--- config.mk ---
export PLATFORM = sky130hd
export DESIGN_NAME = pflink_rx_framer
export DESIGN_NICKNAME = d
export VERILOG_FILES = /design/src/rtl/pflink_pkg.sv /design/src/rtl/pflink_rx_check.sv /design/src/rtl/pflink_rx_framer.sv
export SDC_FILE = /design/constraint.sdc
export NUM_CORES = 1
export LEC_CHECK = 0
export ABC_CLOCK_PERIOD_IN_PS = 6500
export CELL_PAD_IN_SITES_DETAIL_PLACEMENT = 0
export CELL_PAD_IN_SITES_GLOBAL_PLACEMENT = 1
export CORE_ASPECT_RATIO = 0.9
export CORE_MARGIN = 3
export CORE_UTILIZATION = 47
export DETAILED_ROUTE_END_ITERATION = 8
export GPL_ROUTABILITY_DRIVEN = 0
export HOLD_SLACK_MARGIN = 0.1
export PLACE_DENSITY = 0.95
export SETUP_SLACK_MARGIN = 0.15
export SLEW_MARGIN = 15
export SYNTH_ARGS = -nofsm -noshare
export SYNTH_HDL_FRONTEND = slang
export SYNTH_SLANG_ARGS = --single-unit
--- constraint.sdc ---
create_clock -name clk_link -period 6.5 [get_ports clk_link]
set_input_delay 1.625 -clock clk_link [delete_from_list [all_inputs] [get_ports clk_link]]
set_output_delay 1.625 -clock clk_link [all_outputs]
set_load 0.1 [all_outputs]
--- src/rtl/pflink_pkg.sv ---
// pflink_pkg: shared K-codes, framer state and error encodings, and the
// CRC-16-CCITT word update used by the PF-link RX framer.
package pflink_pkg;

  localparam logic [7:0] K_COMMA = 8'hBC;
  localparam logic [7:0] K_IDLE  = 8'hF7;
  localparam logic [7:0] K_PAD   = 8'h1C;

  typedef enum logic [1:0] {
    HUNT,
    DATA,
    TRAIL
  } state_e;

  typedef enum logic [2:0] {
    OK          = 3'd0,
    CHECK       = 3'd1,
    TRUNC       = 3'd2,
    LINKDOWN    = 3'd3,
    RESTART     = 3'd4,
    TAGMISMATCH = 3'd5
  } err_code_e;

  // One full 32-bit word through the CCITT polynomial, MSB first, unreflected.
  function automatic logic [15:0] crc16_word(input logic [15:0] crc, input logic [31:0] word);
    logic [15:0] c;
    c = crc;
    for (int i = 31; i >= 0; i--) begin
      if (c[15] ^ word[i]) c = {c[14:0], 1'b0} ^ 16'h1021;
      else                 c = {c[14:0], 1'b0};
    end
    return c;
  endfunction

endpackage

--- src/rtl/pflink_rx_check.sv ---
// pflink_rx_check: running payload check accumulator for one frame.
// PFLINK_RX_FRAMER_CRC_EN selects CRC-16-CCITT; otherwise a 16-bit additive sum.
module pflink_rx_check
  import pflink_pkg::*;
(
  input  logic        clk,
  input  logic        rst_n,
  input  logic        clear,
  input  logic        update,
  input  logic [31:0] data,
  output logic [15:0] result
);

  logic [15:0] acc;
  logic [15:0] acc_init;
  logic [15:0] acc_next;

`ifdef PFLINK_RX_FRAMER_CRC_EN
  assign acc_init = 16'hFFFF;
  assign acc_next = crc16_word(acc, data);
`else
  assign acc_init = 16'h0000;
  assign acc_next = acc + data[15:0] + data[31:16];
`endif

  // A frame start restarts the check even if an update arrives in the same cycle.
  always_ff @(posedge clk or negedge rst_n) begin
    if (!rst_n) begin
      acc <= 16'h0000;
    end else if (clear) begin
      acc <= acc_init;
    end else if (update) begin
      acc <= acc_next;
    end
  end

  assign result = acc;

endmodule

--- src/rtl/pflink_rx_framer.sv ---
// pflink_rx_framer: finds comma-started frames in the PF-link word stream and
// emits checked payload words; PFLINK_RX_FRAMER_CRC_EN selects the CRC check.
module pflink_rx_framer
  import pflink_pkg::*;
#(
  parameter int MAX_LEN = 255,
  parameter int CNT_W   = 16
) (
  input  logic             clk_link,
  input  logic             reset_n,
  input  logic [31:0]      rx_d,
  input  logic [3:0]       rx_k,
  input  logic             rx_v,
  input  logic             counter_clear,
  output logic [31:0]      out_d,
  output logic             out_v,
  output logic             out_sof,
  output logic             out_eof,
  output logic             out_err,
  output logic [2:0]       out_err_code,
  output logic [7:0]       out_tag,
  output logic [CNT_W-1:0] frame_ok_cnt,
  output logic [CNT_W-1:0] frame_err_cnt,
  output logic             busy
);

  localparam logic [16:0] MAX_L = 17'(MAX_LEN);

  state_e      state;
  state_e      state_next;
  logic [7:0]  tag;
  logic [15:0] len;
  logic [15:0] cnt;
  logic [31:0] held_d;
  logic        held_v;
  logic        held_first;
  logic [15:0] check_val;

  logic        is_sof;
  logic        is_pad;
  logic        is_data;
  logic [15:0] sof_len;
  logic        sof_len_ok;

  logic        emit_v;
  logic        emit_eof;
  logic        emit_err;
  err_code_e   emit_code;
  logic        take_sof;
  logic        take_data;
  logic        drop_held;
  logic        ok_inc;
  logic [1:0]  err_inc;
  logic [CNT_W:0] err_sum;

  assign is_sof     = rx_v && (rx_k == 4'b0001) && (rx_d[7:0] == K_COMMA);
  assign is_pad     = rx_v && (rx_k == 4'hF) && (rx_d == {4{K_PAD}});
  assign is_data    = rx_v && (rx_k == 4'h0);
  assign sof_len    = rx_d[31:16];
  assign sof_len_ok = (sof_len != 16'd0) && ({1'b0, sof_len} <= MAX_L);

  pflink_rx_check u_check (
    .clk    (clk_link),
    .rst_n  (reset_n),
    .clear  (take_sof),
    .update (take_data),
    .data   (rx_d),
    .result (check_val)
  );

  // Each payload word is held for one accepted word so the last one can carry EOF.
  always_comb begin
    state_next = state;
    emit_v     = 1'b0;
    emit_eof   = 1'b0;
    emit_err   = 1'b0;
    emit_code  = OK;
    take_sof   = 1'b0;
    take_data  = 1'b0;
    drop_held  = 1'b0;
    ok_inc     = 1'b0;
    err_inc    = 2'd0;
    case (state)
      HUNT: begin
        if (is_sof) begin
          if (sof_len_ok) begin
            take_sof   = 1'b1;
            state_next = DATA;
          end else begin
            err_inc = 2'd1;
          end
        end
      end
      DATA, TRAIL: begin
        if (is_data && state == DATA) begin
          take_data = 1'b1;
          emit_v    = held_v;
          if (cnt + 16'd1 == len) state_next = TRAIL;
        end else if (is_data) begin
          emit_v     = 1'b1;
          emit_eof   = 1'b1;
          drop_held  = 1'b1;
          state_next = HUNT;
          if (rx_d[31:24] != tag) begin
            emit_err  = 1'b1;
            emit_code = TAGMISMATCH;
          end else if (rx_d[15:0] != check_val) begin
            emit_err  = 1'b1;
            emit_code = CHECK;
          end
          ok_inc  = !emit_err;
          err_inc = {1'b0, emit_err};
        end else if (!is_pad) begin
          // Abort; a restarting SOF is length-checked in this same cycle.
          emit_v     = held_v;
          emit_eof   = held_v;
          emit_err   = held_v;
          drop_held  = 1'b1;
          state_next = HUNT;
          if (held_v) emit_code = !rx_v ? LINKDOWN : (is_sof ? RESTART : TRUNC);
          if (is_sof && sof_len_ok) begin
            take_sof   = 1'b1;
            state_next = DATA;
            err_inc    = 2'd1;
          end else if (is_sof) begin
            err_inc = 2'd2;
          end else begin
            err_inc = 2'd1;
          end
        end
      end
      default: state_next = HUNT;
    endcase
  end

  always_ff @(posedge clk_link or negedge reset_n) begin
    if (!reset_n) begin
      state      <= HUNT;
      tag        <= 8'h00;
      len        <= 16'd0;
      cnt        <= 16'd0;
      held_d     <= 32'h0;
      held_v     <= 1'b0;
      held_first <= 1'b0;
    end else begin
      state <= state_next;
      if (take_sof) begin
        tag <= rx_d[15:8];
        len <= sof_len;
        cnt <= 16'd0;
      end
      if (take_data) begin
        held_d     <= rx_d;
        held_first <= (cnt == 16'd0);
        cnt        <= cnt + 16'd1;
      end
      if (take_data) held_v <= 1'b1;
      else if (drop_held || take_sof) held_v <= 1'b0;
    end
  end

  // Data and tag keep their last value between words; markers are pulses.
  always_ff @(posedge clk_link or negedge reset_n) begin
    if (!reset_n) begin
      out_d        <= 32'h0;
      out_tag      <= 8'h00;
      out_v        <= 1'b0;
      out_sof      <= 1'b0;
      out_eof      <= 1'b0;
      out_err      <= 1'b0;
      out_err_code <= 3'd0;
    end else begin
      out_v        <= emit_v;
      out_sof      <= emit_v & held_first;
      out_eof      <= emit_eof;
      out_err      <= emit_err;
      out_err_code <= emit_code;
      if (emit_v) begin
        out_d   <= held_d;
        out_tag <= tag;
      end
    end
  end

  // Up to two error events land together when a restart SOF is itself bad.
  assign err_sum = {1'b0, frame_err_cnt} + (CNT_W + 1)'(err_inc);

  always_ff @(posedge clk_link or negedge reset_n) begin
    if (!reset_n) begin
      frame_ok_cnt  <= '0;
      frame_err_cnt <= '0;
    end else if (counter_clear) begin
      frame_ok_cnt  <= '0;
      frame_err_cnt <= '0;
    end else begin
      if (ok_inc && !(&frame_ok_cnt)) frame_ok_cnt <= frame_ok_cnt + 1'b1;
      if (err_sum[CNT_W]) frame_err_cnt <= '1;
      else                frame_err_cnt <= err_sum[CNT_W-1:0];
    end
  end

  assign busy = (state != HUNT);

endmodule

==> results.py <==
metrics = {
    "drt": {
        "detailedRoute.firstPassIterationCount": 5,
        "drc": 0,
        "dr_iter_0_viols": 490,
        "drt.antenna.violating_nets": 0,
        "dr_total_vias": 6996,
        "detail_route.vias_per_cell": 5.557,
        "wl_mm": 22.14,
        "routed_wire_length_per_instance_um": 17.59,
    },
    "global_route": {
        "grt_start_max_net_pins": 118,
        "wire_length_of_the_first_global_routing_pass_mm": 36.07,
        "grt_util_met1": 0.3171,
        "groute.usage.overall": 0.2163,
        "vias_in_the_first_global_route": 6747,
        "global_route.usage.met2": 0.3309,
        "grt_remaining_overflow": 0,
        "grt_busiest_layer": "met2",
        "met3_usage": 0.04711,
        "number_of_antenna_violations_at_the_first_check_in_global_routing": 0,
    },
    "floorplanning": {
        "core_area_um2": 18580,
        "fp.dieH_um": 137.4,
        "standard_cell_rows": 47,
        "io_pins": 120,
        "fp.dieArea_um2": 20880,
        "fp.dieW_um": 152.0,
        "floorplan.initialDensity": 0.4851,
    },
    "logic_synthesis": {
        "syn_inst": 888,
        "largest_cells_by_area_after_synthesis": "dfrtp_1 47%, mux2_2 6.9%, nand2_1 6.5%",
        "synth.most_common_cell": "dfrtp_1",
        "synth_flop_cell": "dfrtp_1",
        "synth.net_count": 967,
        "synth_area_um2": 9014,
        "synth_seq_area_share": 0.4747,
        "post_synth.cell_area_avg_um2": 10.15,
        "asyncSetResetFlopFracSynth": 1.000,
        "ys_seq_elements": 171,
        "synthesis.yosys.warnings": 0,
        "yosys.area.top_type": "dfrtp_1",
        "synthDominantCellAreaShare": 0.4747,
        "netlist-cell-type-count": 59,
        "synth.cells.most_frequent": "171 x dfrtp_1, 157 x nand2_1, 55 x mux2_2",
        "synth_enable_flop_cells": 0,
    },
    "pwr": {
        "power.total_uw": 2303,
        "leakage_uw": 0.005117,
        "ir_worst_vdd_v": 0.0001927,
        "power_density_nw_per_um2": 208.2,
    },
    "clocking": {
        "clock-root-buffer": "clkbuf_16",
        "h-tree-depth": 4,
        "cts_inserted_buffers": 17,
        "insertion_delay_ns": 0.43,
        "cts_max_path_buffers": 2,
        "postCtsSetupBuffers": 0,
        "cts_hold_repair.buffers": 0,
        "tritoncts": "done",
        "clock_sinks": 171,
        "cts.clk_slew.worst_paths_ns": 0.07,
        "cts_resized": 0,
    },
    "timing": {
        "unrepaired_setup_endpoints_after_global_routing": "no",
        "slew_headroom": 0.2800,
        "setup_skew_after_layout_ns": 0.009690,
        "period_share": 0.8437,
        "finalHoldViolations": 0,
        "fmax_ghz": 0.1823,
        "max_slew.worst_pin.slew_ns": 1.077,
        "final.setup.tns_ns": 0,
        "final_max_tran_viols": 0,
        "post-route-min-period_ns": 5.484,
        "worst_case_setup_margin_in_the_final_layout_ns": 1.016,
        "setup_violations": 0,
    },
    "setup_path": {
        "worst-path-max-fanout": 13,
        "end_kind": "register",
        "crit_type": "primary input to register",
        "timing.critical_path.required_ns": 6.85,
        "worst-endpoint-arrival_ns": 5.84,
        "critical_path_start_type": "primary input",
        "r2r.worst_path.cells": 14,
    },
    "min_path": {
        "hold_class": "register to register",
        "hold_depth": 2,
    },
    "finish": {
        "antenna_cells": 0,
        "finish.net_count": 1080,
        "final_cell_area_um2": 11060,
        "drive_gt1_frac": 0.1105,
        "syn2layout_area_growth_pct": 22.74,
    },
    "placement": {
        "postPlaceCellArea_um2": 10450,
        "io_buffers": 119,
        "detailed_place_hpwl_mm": 15.62,
        "post-place-ws_ns": 0.5843,
    },
    "job": {
        "drv.max_cap_violation_count": 0,
    },
    "run_status": {
        "outcome": "complete, no violations",
    },
}
## placed cells by master (no fill, tap or decap), types with 22 or more instances in the layout
master,netlist,routed
inv_1,25,25
clkdlybuf4s50_1,0,118
dfrtp_1,171,171
nor3_1,23,23
a21oi_1,35,35
ha_1,22,22
xor2_1,52,52
xnor2_1,23,23
nand3_1,28,28
nand2_1,157,156
mux2_2,55,55
o21ai_0,48,48
nor2_1,40,39
## state kept, by name, indices dropped and copies added (netlist names)
register        count
held_d             32
out_sof             1
len                16
out_d              32
cnt                16
held_v              1
state               2
held_first          1
out_v               1
u_check.result     16
tag                 8
frame_err_cnt      16
frame_ok_cnt       16
out_tag             8
out_err_code        3
out_err             1
out_eof             1
## worst paths after layout
kind                                        start                         end  slack, ns
max reg2reg                  state[0]$_DFFE_PN0P_  frame_err_cnt[3]$_DFF_PN0_       2.82
min                        held_d[30]$_DFFE_PN0P_      held_d[30]$_DFFE_PN0P_       0.47
max in group asynchronous                 reset_n       held_d[2]$_DFFE_PN0P_       3.92
min reg2reg                held_d[30]$_DFFE_PN0P_      held_d[30]$_DFFE_PN0P_       0.47
max                                      rx_d[24]  frame_err_cnt[3]$_DFF_PN0_       1.02
min in group asynchronous                 reset_n       out_d[29]$_DFFE_PN0P_       1.29
## worst max-delay path: stages
cell             delay (ns)
clkdlybuf4s50_1        0.53
or4_1                  0.60
or3_1                  0.42
or2_2                  0.33
nand2_1                0.08
nand3b_1               0.08
a21oi_1                0.17
ha_1                   0.18
inv_1                  0.05
fa_1                   0.40
nor2b_1                0.24
nand3_1                0.11
nor2_1                 0.30
nand3_1                0.45
a21oi_1                0.27
## cell families after synthesis
group,after synthesis,share of synthesized area
flip-flops,171,0.4747
adder cells (fa/ha/maj),39,0.06830
buffers and inverters,60,0.02735
multiplexers,62,0.07718
AO/OA/AOI/OAI,130,0.08537
AND/OR/NAND/NOR,351,0.1942
XOR/XNOR,75,0.07288
## area by class of cell
| cell class | count | area, µm² |
|---|---|---|
| Tap cell | 245 | 306.5 |
| Multi-Input combinational cell | 657 | 4503 |
| Clock buffer | 18 | 429.2 |
| Inverter | 25 | 93.84 |
| Clock inverter | 14 | 181.4 |
| Sequential cell | 171 | 4279 |
| Timing Repair Buffer | 129 | 1270 |
| Fill cell | 1562 | 7520 |
## layer usage
metal | wire length, µm | vias to the layer above | share of wire
met5 | 0 | - | 0
met1 | 10330 | 3456 | 0.47
met3 | 1500 | 21 | 0.068
li1 | - | 3310 | -
met2 | 10050 | 209 | 0.45
met4 | 263 | 0 | 0.012
## power breakdown
part	internal [µW]	switching, µW	leakage [µW]
registers	1060	0.00460	0.00239
logic	74.3	109	0.00244
clock network	584	472	0.000293
total	1720	582	0.00512
## through the flow
stage | cells | hold WS [ns] | utilization
finish | 1259 | 0.4724 | 0.5953
global route | 1259 | 0.4912 | 0.5953
CTS | 1259 | 0.4769 | 0.5952
detailed placement | 1227 | 0.4593 | 0.5623
global placement | 1227 | 0.4549 | 0.5623
floorplan | 888 | 0.4417 | -
No activity file was read; power rests on OpenSTA's default activity.
